==> config.mk <==
export PLATFORM = sky130hd
export DESIGN_NAME = l2_norm_stream_ctrl
export DESIGN_NICKNAME = d
export VERILOG_FILES = /design/src/rtl/l2_norm_stream_ctrl.sv
export SDC_FILE = /design/constraint.sdc
export NUM_CORES = 1
export LEC_CHECK = 0
export BUFFER_PORTS_ARGS = -buffer_cell sky130_fd_sc_hd__buf_4
export CORE_ASPECT_RATIO = 1.5
export CORE_MARGIN = 4
export CORE_UTILIZATION = 36
export CTS_CLUSTER_SIZE = 10
export DETAILED_ROUTE_END_ITERATION = 8
export RECOVER_POWER = 100
export SLEW_MARGIN = 20
export SYNTH_ARGS = -nofsm -noshare
export SYNTH_HDL_FRONTEND = slang
export SYNTH_SLANG_ARGS = --single-unit
==> constraint.sdc <==
create_clock -name clk -period 2.8 [get_ports clk]
set_input_delay 0.28 -clock clk [delete_from_list [all_inputs] [get_ports clk]]
set_output_delay 0.28 -clock clk [all_outputs]
set_load 0.01 [all_outputs]
==> src/rtl/l2_norm_stream_ctrl.sv <==
// Stream controller for the L2-norm datapath: buffers producer bytes, feeds one
// vector per start, collects the final root and offers it on a valid/ready port.
module l2_norm_stream_ctrl #(
   parameter int VEC_LEN = 8,
   parameter int DEPTH   = 16,
   parameter int TIMEOUT = 15
) (
   input  logic       clk,
   input  logic       reset,
   input  logic [7:0] in_data,
   input  logic       in_valid,
   output logic       in_ready,
   input  logic       start,
   output logic       busy,
   output logic [7:0] a,
   output logic       valid_in,
   output logic       norm_reset,
   input  logic [9:0] g,
   input  logic       valid_out,
   output logic [9:0] res_data,
   output logic       res_valid,
   input  logic       res_ready,
   output logic       res_err
);

   localparam int DATA_W = 8;
   localparam int RES_W  = 10;
   localparam int AW     = $clog2(DEPTH);

   localparam logic [2:0] S_IDLE  = 3'd0;
   localparam logic [2:0] S_CLEAR = 3'd1;
   localparam logic [2:0] S_SEND  = 3'd2;
   localparam logic [2:0] S_WAIT  = 3'd3;
   localparam logic [2:0] S_DONE  = 3'd4;

   localparam logic [7:0]  VEC_N    = 8'(VEC_LEN);
   localparam logic [7:0]  LAST_IDX = 8'(VEC_LEN - 1);
   localparam logic [7:0]  TO_N     = 8'(TIMEOUT);
   localparam logic [AW:0] FULL_N   = (AW + 1)'(DEPTH);
   localparam logic [AW:0] CNT_ONE  = (AW + 1)'(1);
   localparam logic [AW-1:0] PTR_ONE = AW'(1);

   logic [DATA_W-1:0] mem [DEPTH];
   logic [AW-1:0]     wr_ptr;
   logic [AW-1:0]     rd_ptr;
   logic [AW:0]       count;
   logic [2:0]        state;
   logic [7:0]        sent;
   logic [7:0]        recv;
   logic [7:0]        idle_cnt;
   logic [7:0]        recv_nxt;
   logic [7:0]        idle_nxt;
   logic              push;
   logic              pop;
   logic              empty;

   assign empty      = (count == '0);
   assign in_ready   = (count != FULL_N);
   assign push       = in_valid && in_ready;
   assign pop        = (state == S_SEND) && (sent < VEC_N) && !empty;
   assign busy       = (state != S_IDLE);
   assign norm_reset = reset || (state == S_CLEAR);
   assign recv_nxt   = recv + 8'd1;
   assign idle_nxt   = idle_cnt + 8'd1;

   // Input FIFO: storage is data only, pointers and occupancy are control.
   always_ff @(posedge clk) begin
      if (push) mem[wr_ptr] <= in_data;
   end

   always_ff @(posedge clk) begin
      if (reset) begin
         wr_ptr <= '0;
         rd_ptr <= '0;
         count  <= '0;
      end else begin
         if (push) wr_ptr <= wr_ptr + PTR_ONE;
         if (pop)  rd_ptr <= rd_ptr + PTR_ONE;
         case ({push, pop})
            2'b10:   count <= count + CNT_ONE;
            2'b01:   count <= count - CNT_ONE;
            default: count <= count;
         endcase
      end
   end

   // Output stage to the datapath: popped byte appears one cycle after the pop.
   always_ff @(posedge clk) begin
      if (reset) begin
         a        <= '0;
         valid_in <= 1'b0;
      end else begin
         valid_in <= pop;
         if (pop) a <= mem[rd_ptr];
      end
   end

   // Sequencer: clear datapath, send VEC_LEN bytes, collect results, hand off.
   always_ff @(posedge clk) begin
      if (reset) begin
         state     <= S_IDLE;
         sent      <= '0;
         recv      <= '0;
         idle_cnt  <= '0;
         res_data  <= '0;
         res_valid <= 1'b0;
         res_err   <= 1'b0;
      end else begin
         case (state)
            S_IDLE: begin
               if (start) state <= S_CLEAR;
            end
            S_CLEAR: begin
               sent     <= '0;
               recv     <= '0;
               idle_cnt <= '0;
               state    <= S_SEND;
            end
            S_SEND: begin
               if (valid_out) recv <= recv_nxt;
               if (pop) begin
                  sent <= sent + 8'd1;
                  if (sent == LAST_IDX) state <= S_WAIT;
               end
            end
            S_WAIT: begin
               if (valid_out) begin
                  recv     <= recv_nxt;
                  idle_cnt <= '0;
                  if (recv_nxt == VEC_N) begin
                     res_data  <= g;
                     res_valid <= 1'b1;
                     state     <= S_DONE;
                  end
               end else if (idle_nxt == TO_N) begin
                  // Datapath went quiet: report whatever root it currently shows.
                  idle_cnt  <= idle_nxt;
                  res_data  <= g;
                  res_err   <= 1'b1;
                  res_valid <= 1'b1;
                  state     <= S_DONE;
               end else begin
                  idle_cnt <= idle_nxt;
               end
            end
            S_DONE: begin
               if (res_ready) begin
                  res_valid <= 1'b0;
                  res_err   <= 1'b0;
                  state     <= S_IDLE;
               end
            end
            default: state <= S_IDLE;
         endcase
      end
   end

   logic unused_w;
   assign unused_w = (RES_W == 10);

endmodule

# Word level (Yosys, flattened, before mapping)
# Memory sizes are Yosys's and may differ from the RTL's. A register that Yosys moved wholly into a read port is not among the register bits.
# Index checks and enable logic that the tools add are counted.
[classes]
n_addsub = 7
order_cmp = 1
n_eq_ne = 20
muxes = 27
reduce_logical = 21
[op_table]
columns = ["cell", "count"]
rows = [
  ["8-bit one-hot mux with 2 select lines", 3],
  ["10-bit two-way mux", 3],
  ["8-bit by 1-bit adder with 8-bit output, second input constant", 3],
  ["8-bit two-way mux", 3],
  ["3-bit two-way mux", 7],
  ["8-bit by 4-bit equality test with 1-bit output, second input constant", 2],
  ["3-bit one-hot mux with 5 select lines", 1],
  ["2-bit nonzero test", 6],
  ["2-bit inequality test, second input constant", 5],
  ["5-bit one-hot mux with 2 select lines", 1],
  ["4-bit by 1-bit adder with 4-bit output, second input constant", 2],
  ["8-bit by 3-bit equality test with 1-bit output, second input constant", 1],
  ["8-bit by 4-bit < comparator with 1-bit output, second input constant", 1],
  ["4-bit AND reduction", 2],
  ["1-bit two-way mux", 7],
  ["3-bit by 2-bit equality test with 1-bit output, second input constant", 2],
  ["2-bit by 1-bit inequality test with 1-bit output, second input constant", 3],
  ["3-bit inequality test, second input constant", 2],
  ["6-bit AND reduction", 1],
  ["5-bit by 1-bit adder with 5-bit output, second input constant", 1],
  ["5-bit logical NOT", 1],
  ["5-bit inequality test, second input constant", 1],
  ["5-bit by 1-bit subtractor with 5-bit output, second input constant", 1],
  ["1-bit one-hot mux with 2 select lines", 2],
  ["other kinds (12)", 15],
]
[word_totals]
regBits = 53
ram_bits = 128
input_bits = 24
output_inout_bits = 24
wordCells = 88
n_memories = 1
[memory_table]
columns = ["memory", "depth", "width", "rd", "rd_clocked_by_memory_dff", "write_ports", "line", "source"]
rows = [
  ["mem", 16, 8, 1, 1, 1, "43", "logic [DATA_W-1:0] mem [DEPTH];"],
]

# Longest topological paths before layout
[logic_depth]
ltp_word = 5
mapped_depth = 10

# Least setup slack after synthesis
# No wires, ideal clock.
[synth_timing]
path_type = "reg2reg"
startpoint = "register state[0]"
endpoint = "register count[4]"
setup_time_ns = 0.070
t_arrival_ns = 2.706
path_slack_ns = 0.024
stages_incl_launch_ff = 11
n_path_buf = 1
period_less_slack_ns = 2.776
cell_sequence = "dfxtp_1 > or3b_1 > a2111oi_4 > buf_4 > ha_1 > ha_1 > a21o_1 > a21oi_1 > xor2_1 > or3_1 > a21oi_1"
[synth_between]
elab_chain_len = 5
[synth_rtl]
columns = ["item", "line", "source"]
rows = [
  ["from (decl)", "47", "logic [2:0] state;"],
  ["from (signal assigned)", "101", "state <= S_IDLE;"],
  ["from (signal assigned)", "111", "if (start) state <= S_CLEAR;"],
  ["from (signal assigned)", "117", "state <= S_SEND;"],
  ["3-bit by 2-bit equality test with 1-bit output *", "60", "assign pop = (state == S_SEND) && (sent < VEC_N) && !empty;"],
  ["1-bit logical AND * (2 in series)", "60", ""],
  ["named net pop", "54", "logic pop;"],
  ["2-bit by 1-bit equality test with 1-bit output / 2-bit equality test (equally long branches)", "79", "case ({push, pop})"],
  ["5-bit one-hot mux with 2 select lines / 2-bit nonzero test (equally long branches)", "-", ""],
  ["to (signal assigned)", "80", "2'b10: count <= count + CNT_ONE;"],
  ["to (signal assigned)", "81", "2'b01: count <= count - CNT_ONE;"],
  ["to (signal assigned)", "82", "default: count <= count;"],
  ["to (decl)", "46", "logic [AW:0] count;"],
]
# The timed path passes the listed nets; every way through them passes the cells marked *.
# A chain may end at the register's enable or synchronous reset.

# Worst setup path in the final report
[layout_timing]
startpoint = "register sent[3]"
endpoint = "register count[4]"
[layout_between]
elab_chain_len = 5
[layout_rtl]
columns = ["item", "line", "source"]
rows = [
  ["from (decl)", "48", "logic [7:0] sent;"],
  ["from (signal assigned)", "122", "sent <= sent + 8'd1;"],
  ["8-bit by 4-bit < comparator with 1-bit output *", "60", ""],
  ["1-bit logical AND * (2 in series)", "60", ""],
  ["2-bit by 1-bit equality test with 1-bit output / 2-bit equality test (equally long branches)", "79", ""],
  ["5-bit one-hot mux with 2 select lines / 2-bit nonzero test (equally long branches)", "-", ""],
]
# Every way passes the cells marked *; elsewhere a longest branch is shown, timed or not.

==> results.yml <==
status:
  outcome: "finished, final reports clean"
clock_network:
  clk_path_buf_depth: 2
  cts_tree: "done"
  clock-sinks: 189
  cts_root_buf: "clkbuf_16"
  clk_pin_slew_ns: 0.08
  htree_levels: 4
  numCtsBuffers: 17
  cts_setup_buffers: 0
  cts-resized-gates: 0
  cts_hold_buf: 0
  worstSkewPairLatency_ns: 0.43
drt:
  postRouteAntennaNets: 0
  drt-pass1-iter-count: 4
  vias: 4517
  wirelength_microns: 15010
  wl_per_cell_microns: 17.14
  viasPerCell: 5.156
  drt_iter0_markers: 251
  drc_errors: 0
cells_and_area:
  final_layout_size_suffix_gt1_share_pct: 14.07
  final-seq-area_sq_um: 5065
  multi_input_area_sq_um: 2680
  final_nets: 629
  fill_cells: 2011
  num_antenna_cells: 0
  final_area_sq_um: 9109
  syn_to_final_growth_pct: 13.91
critical_path:
  worstPathRequired_ns: 3.16
  crit_family: "simple AND/OR/NAND/NOR gates"
  cp_slowest_cell: "or4_1"
  slowest_delay_ns: 0.60
  setup.worst_path.class: "flip-flop to flip-flop"
  start_kind: "flip-flop"
  cp_cell_sequence: "or4_1 > a2111oi_4 > ha_2 > ha_1 > a21o_1 > a21oi_1 > xor2_1 > or3_1 > a21oi_1"
  cp_max_fo: 5
  path_common_cell: "a21oi_1"
  arrival_ns: 3.08
  cp_num_buf_inv: 0
  critPathCaptureType: "flip-flop"
die:
  die_area_sq_um: 24710
  placementRows: 66
  ioPinCount: 48
  die_w_microns: 129.7
  die_h_microns: 190.5
  start_util_pct: 36.68
  coreArea_sq_um: 21800
timing:
  final_max_slew_viol_count: 0
  fin_tns_setup_ns: 0
  clock_skew_ns: 0.01136
  rsz0062_at_grt: "no"
  period_needed_ns: 2.721
  slew_headroom_pct: 53.34
  post-route-period-util_pct: 97.16
  hold_violations: 0
  tightest_slew_ns: 0.6989
  setup_viol: 0
  fmax_mhz: 367.6
global_route:
  track_usage_pct: 12.61
  grt_pass1_vias: 4652
  grt_max_degree: 66
  antenna_found_initial: 0
  grt_pass1_wl_microns: 24120
  grt-ovfl-total: 0
logic_synthesis:
  ys_top_cells_by_count: "128 x edfxtp_1, 61 x dfxtp_1, 58 x nor2_1"
  ys_seq_area_share_pct: 63.34
  synth_cell_types: 60
  synth_top_area_share_pct: 48.07
  syn_inst: 529
  netlist_top_cells_area: "edfxtp_1 48%, dfxtp_1 15%, mux4_1 6.2%"
  synth_ff_type: "edfxtp_1"
  async_flop_share_pct: 0
  ys_seq_elements: 189
  ys_warn_count: 0
  synth_area_leader_cell: "edfxtp_1"
  netlist_area_sq_um: 7996
  syn_nets: 567
  synth_most_common_cell: "edfxtp_1"
  syn-mean-instance-area_sq_um: 15.12
  synth_edf_count: 128
flow_run:
  maxCapViolCount: 0
placed_design:
  hpwl_microns: 10430
  port_buffers: 47
  placed_area_sq_um: 8685
  gp_congestion: 0.7948
pwr:
  vdd_drop_max_mv: 0.4622
  power.density_nw_per_um2: 657.1
  power.leakage_uw: 0.002968
hold_path:
  min-delay-path-class: "input pin to flip-flop"
-- worst min-delay path: cells and delay by family --
family / cells / cell delay, ns
buffers and inverters: 1 / 0.11
and+or+nand+nor: 1 / 0.06
muxes: 1 / 0.06
-- final cells by class --
type                    instances  area share [%]
clock buffers                  17           4.670
inverters                       8          0.3297
clock inverters                15           2.115
flip-flops and latches        189           55.60
multi-input cells             302           29.42
well taps                     272           3.736
repair buffers                 73           4.121
-- metal layers --
| layer | vias to the layer above | global-route usage [%] | wire length (microns) |
|---|---|---|---|
| li1 | 2151 | - | - |
| met1 | 2238 | 14.33 | 6033 |
| met2 | 108 | 22.86 | 8071 |
| met3 | 20 | 3.167 | 713 |
| met4 | 0 | 4.080 | 193 |
| met5 | - | 0 | 0 |
-- metrics by stage --
step	cells	util, %	power (uW)	hold slack [ns]	worst slack [ns]
2_1_floorplan	529	-	3480	0.3789	0.02396
3_3_place_gp	844	39.84	3630	0.4338	0.09600
3_5_place_dp	844	39.84	3648	0.4445	0.04786
4_1_cts	876	42.67	6078	0.1014	0.01290
5_1_grt	876	41.78	6247	0.1206	0.02125
6_report	876	41.78	5986	0.1236	0.07949
-- worst paths after layout --
check	from	endpoint	slack (ns)	depth (start not counted)
worst min register to register	sent[4]	sent[4]	0.47	1
worst max-delay path	sent[3]	count[4]	0.08	9
worst min-delay path	g[9]	res_data[9]	0.12	3
worst max register to register	sent[3]	count[4]	0.08	9
-- registers in the layout, summed over array words and instances, names as in the netlist, 3 cells and up --
| name | count |
|---|---|
| sent | 8 |
| mem | 128 |
| res_data | 10 |
| state | 3 |
| wr_ptr | 4 |
| count | 5 |
| idle_cnt | 8 |
| a | 8 |
| rd_ptr | 4 |
| recv | 8 |
-- cell families (layout without fill, tap and decap cells) --
kind of cell               Yosys count  after routing  synth area share, %
and+or+nand+nor                    150            150                9.482
buffers and inverters               38            113                3.051
AOI/OAI and AO/OA                   61             61                5.226
DFF                                189            189                63.34
xor gates and xnor gates            12             12                1.314
adders and majority gates           14             14                2.285
muxes                               65             65                15.30
-- power by group --
group	internal, uW	total (uW)	switching, uW
clock network	1290	2430	1140
logic	223	480	257
registers	3030	3070	43.0
total	4550	5990	1440
-- layout by cell type (no fill, tap or decap), drive strengths merged, types with 3 or more instances in the layout --
cell type,netlist,layout
xor2,7,7
and3,3,3
buf,16,22
clkbuf,13,68
nand3,5,5
edfxtp,128,128
a41oi,3,3
or3,3,3
xnor2,5,5
nor2,58,58
inv,8,15
a31oi,6,6
clkinv,0,6
nand4,4,4
nor2b,4,4
o21ai,9,9
mux4,40,40
a21oi,20,20
nand2b,24,24
nand2,23,23
a211oi,5,5
ha,13,13
and2,6,6
mux2i,24,24
a311oi,3,3
dfxtp,61,61
nor3,4,4
Note: power is estimated with default switching activity, not from simulation.
